### src/rtl/encoder_pkg.sv
// encoder_pkg: shared state type, index constants and index-to-mask helper
package encoder_pkg;

    typedef enum logic {
        IDLE = 1'b0,
        HOLD = 1'b1
    } state_t;

    localparam logic [1:0] IDX_D0 = 2'd0;
    localparam logic [1:0] IDX_D1 = 2'd1;
    localparam logic [1:0] IDX_D2 = 2'd2;
    localparam logic [1:0] IDX_D3 = 2'd3;

    function automatic logic [3:0] onehot2(input logic [1:0] idx);
        return 4'b0001 << idx;
    endfunction

endpackage

### src/rtl/encoder_4_to_2_seq_priority_enc.sv
// priority_enc_4to2: combinational 4-to-2 priority encoder with any/multi flags
module priority_enc_4to2
    import encoder_pkg::*;
#(
    parameter bit HIGH_FIRST = 1'b1
) (
    input  logic [3:0] in,
    output logic [1:0] idx,
    output logic       any,
    output logic       multi
);

    always_comb begin
        idx   = HIGH_FIRST ? (in[3] ? IDX_D3 : in[2] ? IDX_D2 : in[1] ? IDX_D1 : IDX_D0)
                           : (in[0] ? IDX_D0 : in[1] ? IDX_D1 : in[2] ? IDX_D2 : IDX_D3);
        any   = |in;
        // clearing the lowest set bit leaves something only if two or more were set
        multi = |(in & (in - 4'd1));
    end

endmodule

### src/rtl/encoder_4_to_2_seq.sv
// encoder_4_to_2_seq: registered priority encoder with request latching and valid/ACK handshake
module encoder_4_to_2_seq
    import encoder_pkg::*;
#(
    parameter bit HIGH_FIRST = 1'b1,
    parameter bit STICKY     = 1'b1
) (
    input  logic CLK,
    input  logic RST,
    input  logic EN,
    input  logic D0,
    input  logic D1,
    input  logic D2,
    input  logic D3,
    input  logic ACK,
    output logic A0,
    output logic A1,
    output logic V,
    output logic MULTI
);

    state_t     state;
    logic [3:0] pend;
    logic [3:0] clr;
    logic [3:0] rem;
    logic [3:0] src;
    logic [3:0] pend_nxt;
    logic [1:0] idx;
    logic       any;
    logic       multi;
    logic       serve;

    always_comb begin
        clr      = (V && ACK) ? onehot2({A1, A0}) : 4'b0;
        rem      = pend & ~clr;
        src      = (state == IDLE) ? pend : rem;
        serve    = (state == IDLE) || ACK;
        // new captures join after the reload choice, so a same-cycle re-request waits its turn
        pend_nxt = (STICKY ? rem : 4'b0) | (EN ? {D3, D2, D1, D0} : 4'b0);
    end

    priority_enc_4to2 #(.HIGH_FIRST(HIGH_FIRST)) u_penc (
        .in   (src),
        .idx  (idx),
        .any  (any),
        .multi(multi)
    );

    assign V = (state == HOLD);

    always_ff @(posedge CLK or posedge RST) begin
        if (RST) begin
            pend     <= 4'b0;
            state    <= IDLE;
            {A1, A0} <= IDX_D0;
            MULTI    <= 1'b0;
        end else begin
            pend <= pend_nxt;
            if (serve) begin
                state <= any ? HOLD : IDLE;
                if (any) begin
                    {A1, A0} <= idx;
                    MULTI    <= multi;
                end
            end
        end
    end

endmodule

### config.mk
export PLATFORM = sky130hd
export DESIGN_NAME = encoder_4_to_2_seq
export DESIGN_NICKNAME = d
export VERILOG_FILES = /design/src/rtl/encoder_pkg.sv /design/src/rtl/encoder_4_to_2_seq_priority_enc.sv /design/src/rtl/encoder_4_to_2_seq.sv
export SDC_FILE = /design/constraint.sdc
export NUM_CORES = 1
export LEC_CHECK = 0
export ABC_AREA = 1
export BUFFER_PORTS_ARGS = -buffer_cell sky130_fd_sc_hd__buf_2
export CAP_MARGIN = 20
export CORE_AREA = 2 2 39 41
export DETAILED_ROUTE_END_ITERATION = 12
export DIE_AREA = 0 0 41 43
export PLACE_DENSITY = 0.61
export REMOVE_ABC_BUFFERS = 1
export SYNTH_ARGS = -nofsm -noshare
export SYNTH_HDL_FRONTEND = slang
export SYNTH_HIERARCHICAL = 1
export SYNTH_SLANG_ARGS = --single-unit
### constraint.sdc
create_clock -name CLK -period 1.45 [get_ports CLK]
set_input_delay 0.0725 -clock CLK [delete_from_list [all_inputs] [get_ports CLK]]
set_output_delay 0.0725 -clock CLK [all_outputs]
set_load 0.01 [all_outputs]
=== Yosys cells after proc, flatten, opt, wreduce, memory -nomap -nowiden ===
Cells that the tools add are included.

* Logic and storage cells: 24
* Bits in registers: 8

* Add/subtract/negate cells: 1
* Reductions and logical operators: 5
* Muxes and demuxes: 7
* Bitwise logic cells: 5
* Shift operators: 1

{| class="wikitable"
|+ Operators with widths
! kind !! number
|-
| 4-bit 2-to-1 mux || 3
|-
| 4-bit bitwise AND || 2
|-
| 4-bit OR reduction || 2
|-
| 2-bit 2-to-1 mux || 2
|-
| 4-bit inverter || 1
|-
| 4-bit OR || 1
|-
| 1-bit by 2-bit << shifter with 4-bit output, first input constant || 1
|-
| 4-bit by 1-bit subtractor with 4-bit output, second input constant || 1
|-
| 1-bit 2-to-1 mux || 2
|-
| 2-bit AND reduction || 1
|-
| 1-bit logical AND || 1
|-
| 1-bit logical OR || 1
|-
| 1-bit inverter || 1
|}

=== Logic depth before layout (Yosys ltp) ===
* Depth after elaboration: 8
* Gate-level depth with buffers: 11

=== Modules after synthesis ===
The synthesis kept the hierarchy.

{| class="wikitable"
|+ By module, submodules not included
! module !! area an instance (µm²) !! sequential area each (µm²) !! instances !! cells an instance
|-
| encoder_4_to_2_seq || 365.4 || 200.2 || 1 || 49
|-
| priority_enc_4to2 || 58.8 || 0.0 || 1 || 14
|}

=== Worst setup path after synthesis ===
OpenSTA, ideal clock, no wires.

* Kind: flip-flop to flip-flop
* Start point: reg state, in the netlist V
* End point: reg A1
* Data required time: 1,333 ps
* Data arrival time: 1,149 ps
* Slack: 184 ps
* Setup time: 117 ps
* Cell stages (with the launch flop): 11
* Path through: dfrtp_1 -> nand2_1 -> inv_1 -> nand2_1 -> nand2_1 -> inv_1 -> inv_2 -> nand4_1 -> nand2_1 -> nand2_1 -> nand2_1

* Longest elaborated chain between the ends: 7

{| class="wikitable"
|+ Ends and longest elaborated chain
! what !! RTL line !! RTL
|-
| start: declaration || encoder_4_to_2_seq.sv:22 || <nowiki>state_t state;</nowiki>
|-
| start signal: assignment || encoder_4_to_2_seq.sv:60 || <nowiki>state <= any ? HOLD : IDLE;</nowiki>
|-
| 1-bit logical AND || encoder_4_to_2_seq.sv:34 || <nowiki>clr = (V && ACK) ? onehot2({A1, A0}) : 4'b0;</nowiki>
|-
| 4-bit 2-to-1 mux || encoder_4_to_2_seq.sv:34 ||
|-
| 4-bit inverter || encoder_4_to_2_seq.sv:35 || <nowiki>rem = pend & ~clr;</nowiki>
|-
| 4-bit bitwise AND || encoder_4_to_2_seq.sv:35 ||
|-
| 4-bit 2-to-1 mux (*) || encoder_4_to_2_seq.sv:36 || <nowiki>src = (state == IDLE) ? pend : rem;</nowiki>
|-
| net src[2] || encoder_4_to_2_seq.sv:26 || <nowiki>logic [3:0] src;</nowiki>
|-
| 4-bit OR reduction (*) || encoder_4_to_2_seq_priority_enc.sv:16 || <nowiki>any = |in;</nowiki>
|-
| net any || encoder_4_to_2_seq.sv:29 || <nowiki>logic any;</nowiki>
|-
| 2-bit AND reduction (no source line) (*) || -- ||
|-
| end signal: assignment || encoder_4_to_2_seq.sv:62 || <nowiki>{A1, A0} <= idx;</nowiki>
|-
| end: declaration || encoder_4_to_2_seq.sv:17 || <nowiki>output logic A1,</nowiki>
|}

The timed path passes the listed nets; every way through them passes the cells marked *.
A chain may end at the register's enable or synchronous reset.

=== Worst setup path after layout ===
* Start point: reg A0
* End point: reg A0

{| class="wikitable"
|+ RTL lines
! what !! RTL line !! RTL
|-
| start: declaration || encoder_4_to_2_seq.sv:16 || <nowiki>output logic A0,</nowiki>
|-
| start signal: assignment || encoder_4_to_2_seq.sv:62 ||
|-
| 1-bit by 2-bit << shifter with 4-bit output || encoder_pkg.sv:15 || <nowiki>return 4'b0001 << idx;</nowiki>
|-
| 4-bit 2-to-1 mux || encoder_4_to_2_seq.sv:34 ||
|-
| 4-bit inverter || encoder_4_to_2_seq.sv:35 ||
|-
| 4-bit bitwise AND || encoder_4_to_2_seq.sv:35 ||
|-
| 4-bit 2-to-1 mux || encoder_4_to_2_seq.sv:36 ||
|-
| net src[3] || encoder_4_to_2_seq.sv:26 ||
|-
| 4-bit OR reduction || encoder_4_to_2_seq_priority_enc.sv:16 ||
|-
| net any || encoder_4_to_2_seq.sv:29 ||
|-
| 2-bit AND reduction (no source line) || -- ||
|}

The timed path passes the listed nets, and every way through them passes these cells.

==> results by stage <==
Status:
- The run finished with clean final reports.

Floorplan:
- For this configuration, the core starts out at a cell density of 30.7%.
- The placement row count is 14.
- The I/O pin count is 12.
- The floorplan step set the die width to 41 um.
- The die covers 1760 um^2.
- The height of the die is 43 um.
- The area inside the core boundary is 1380 um^2.

Logic synthesis:
- The average instance in the mapped netlist occupies 6.73 um^2.
- Yosys printed 6 warnings.
- Summed over all instances, the cell type with the most area after synthesis is sky130_fd_sc_hd__dfrtp_1.
- After synthesis, flip-flops and latches occupy 47.2% of the total area.
- In this run, distinct cell masters in the synthesized netlist total 10.
- In the post-synthesis netlist, the biggest area contributors are sky130_fd_sc_hd__dfrtp_1 47%, sky130_fd_sc_hd__nand2_1 27%, sky130_fd_sc_hd__inv_1 12%.
- The share of the synthesized area in the top cell type is 47.2%.
- The synthesized area is 424 um^2.
- Counting flops and latches in the post-synthesis netlist gives 8.
- The cell count after synthesis is 63.

Detailed routing:
- In this run, the number of DRC markers left after iteration 0 of detailed routing was 4.
- The final routed wire length divided by cell count is 8.43 um.
- The total met2 wirelength after detailed routing is 449 um.
- The sum of routed wire length over all layers is 801 um.
- Once detail routing completed, the nets flagged for antenna violations numbered 0.
- After detailed routing, the wire length on met1 is 338 um.
- The iteration count of the initial detailed-routing pass is 2.
- For this run, design rule violations remaining after detail routing come to 0.
- The total via count in the routed design is 397.
- The highest metal layer with signal wires is met3.
- After detailed routing, the number of vias per cell comes to 4.18.
- The sum of met3 wire segment lengths after detailed routing is 13 um.

Layout:
- The share of final-layout standard cells stronger than drive strength 1 is 44.3%.
- The layout overhead on the synthesized area is 31.9%.
- 0 antenna diodes ended up in the layout.
- For this run, the post-layout net count is 89.
- With fillers left out, the area of the finished cells amounts to 559 um^2.

Clock network:
- TritonCTS built the clock tree.
- The maximum number of buffers from clock root to sink is 2.
- In this run, CTS created clock tree buffers numbering 3.
- In this run the clock root is driven by a sky130_fd_sc_hd__clkbuf_4.
- The insertion delay of the later-clocked pin in the worst-skew pair is 0.25 ns.
- Clock-pin slew was measured on the worst setup and hold paths at 0.05 ns.
- In this run the number of H-tree levels came out at 1.
- The number of clock sinks is 8.

GRT:
- The number of global-route vias before repair came to 397.
- Entering global routing, the biggest net connects 9 pins.
- The first-pass GRT wire length is 1390 um.
- For this run, the total global-route usage over all layers was measured as 11.2%.
- Summed over all layers, the global routing overflow is 0.
- The number of antenna violations at the first check in global routing came to 0.

Place:
- The detailed placement HPWL is 661 um.
- The cell area reported after detailed placement is 499 um^2.
- The count of input and output buffers is 11.
- The routability congestion estimate from global placement is 0.756.

Worst setup path:
- The worst setup path is of the reg2reg kind.
- STA classifies the critical path endpoint as a flip-flop.
- In this run the worst setup path begins at A0.
- The endpoint arrival time on the critical path is 1.48 ns.
- STA puts the critical path data required time at 1.63 ns.
- The top fanout value on the critical path is 6.
- The launch point of the worst reg-to-reg path is A0.
- The worst setup path is launched from a flip-flop.

Power and ir drop:
- The standby leakage power is 0.324 nW.
- The power density of the placed cells is 1630 nW/um^2.
- Summed over all nets, the switching power comes to 0.367 mW.
- Of the total power, registers draw 39.5%.
- The power after layout is 0.911 mW.
- The internal power consumption is 0.544 mW.
- Of the total power, combinational logic draws 42.7%.
- The clock network burns 17.8% of the power.
- VDD sags by at most 0.000434 V.
- The net switching share of the total power is 40.2%.

Timing:
- The maximum clock frequency is 0.771 GHz.
- Counting I/O delays and the setup requirement, the final critical path takes 1.30 ns.
- Final hold analysis gives a worst-case slack of 0.0237 ns.
- The final count of hold timing violations is 0.
- At the pin with the least slew margin, the transition time is 0.299 ns.
- After layout, the worst path uses 89.5% of the clock period.
- Headroom to the max-slew limit came out at 80.0%.
- The final count of pins violating max slew was 0.
- Setup violations remaining at the end of the flow were counted as 0.
- The clock tree skew after final layout is 0.00213 ns.

Hold path:
- The kind of path behind the tightest hold check is in2reg.
- In this run the most critical hold path is launched from D1.

Job:
- Across the run, the number of max-cap violations was 0.
through the flow:
| step | setup WS [ns] | TNS (ns) | instances | utilization [%] |
|---|---|---|---|---|
| after global placement | 0.104 | 0 | 90 | 36.1 |
| after floorplan | 0.184 | 0 | 63 | - |
| final | 0.152 | 0 | 95 | 40.4 |
| after detailed placement | 0.0729 | 0 | 90 | 36.1 |
| after CTS | 0.0630 | 0 | 94 | 38.4 |
| after global routing | -0.0300 | -0.109 | 95 | 40.4 |
critical path, stage by stage (launching register included):
cell	delay, ns
sky130_fd_sc_hd__dfrtp_2	0.41
sky130_fd_sc_hd__nand2_1	0.08
sky130_fd_sc_hd__o21ai_2	0.14
sky130_fd_sc_hd__inv_1	0.07
sky130_fd_sc_hd__inv_1	0.09
sky130_fd_sc_hd__nand4_1	0.18
sky130_fd_sc_hd__nand2_2	0.14
sky130_fd_sc_hd__nand2_1	0.05
sky130_fd_sc_hd__nand2_1	0.06
power by group through the flow:
stage,registers [mW],clock network (mW),logic [mW]
after floorplan,0.355,0,0.239
final,0.360,0.162,0.389
after global placement,0.346,0,0.337
after detailed placement,0.347,0,0.346
after global routing,0.370,0.180,0.459
after CTS,0.344,0.169,0.349
final timing paths:
check	endpoint	slack, ns	cells after the start
setup reg to reg	A0	0.15	8
hold reg to reg	pend[1]	0.47	2
setup / recovery	A0	0.15	8
hold / removal	pend[1]	0.02	3
max in group asynchronous	A1	0.89	3
min in group asynchronous	pend[1]	0.31	3
sequential cells by signal, indices dropped and copies added, names as in the netlist:
signal and count:
pend 4, A0 1, A1 1, MULTI 1
V 1
logic make-up after synthesis:
kind of cell    synth area share, %
buf+inv                        12.4
simple gates                   37.2
compound gates                 3.24
flops                          47.2
Yosys cell counts, drive strengths merged:
library cell	n
o21ai	2
inv	14
nand3	3
nand4	1
dfrtp	8
nand2	32
nor2	3
final cells by class:
type                       instances  area, um^2
clock buffer                       3        22.5
fill                             168         825
timing repair buffer              13        72.6
tap                               16        20.0
sequential                         8         203
multi-input combinational         41         189
inverter                          14        52.6
routing by layer:
metal,global-route usage (%),up-vias
li1,-,217
met1,12.7,176
met2,18.8,4
met3,0,0
met4,8.00,0
met5,0,-
placed cells by master (no fill, tap or decap):
cell type                        n
sky130_fd_sc_hd__inv_1           6
sky130_fd_sc_hd__nand2_1        25
sky130_fd_sc_hd__dlygate4sd3_1   1
sky130_fd_sc_hd__dfrtp_1         6
sky130_fd_sc_hd__nand3_1         3
sky130_fd_sc_hd__inv_2           8
sky130_fd_sc_hd__nand2_2         7
sky130_fd_sc_hd__buf_4           1
sky130_fd_sc_hd__nand4_1         1
sky130_fd_sc_hd__nor2_1          1
sky130_fd_sc_hd__o21ai_2         1
sky130_fd_sc_hd__clkbuf_4        3
sky130_fd_sc_hd__dfrtp_2         2
sky130_fd_sc_hd__nor2_2          2
sky130_fd_sc_hd__o21ai_0         1
sky130_fd_sc_hd__buf_2          11
what timing repair did:
item / 4_1_cts / 5_1_grt
endpoints found under the hold margin: 8 / 0
hold buffers: 1 / 0
setup buffers: 0 / 1
resized for setup: 0 / 16
setup endpoints to repair: 0 / 4
Note: power is estimated with default switching activity, not from simulation.
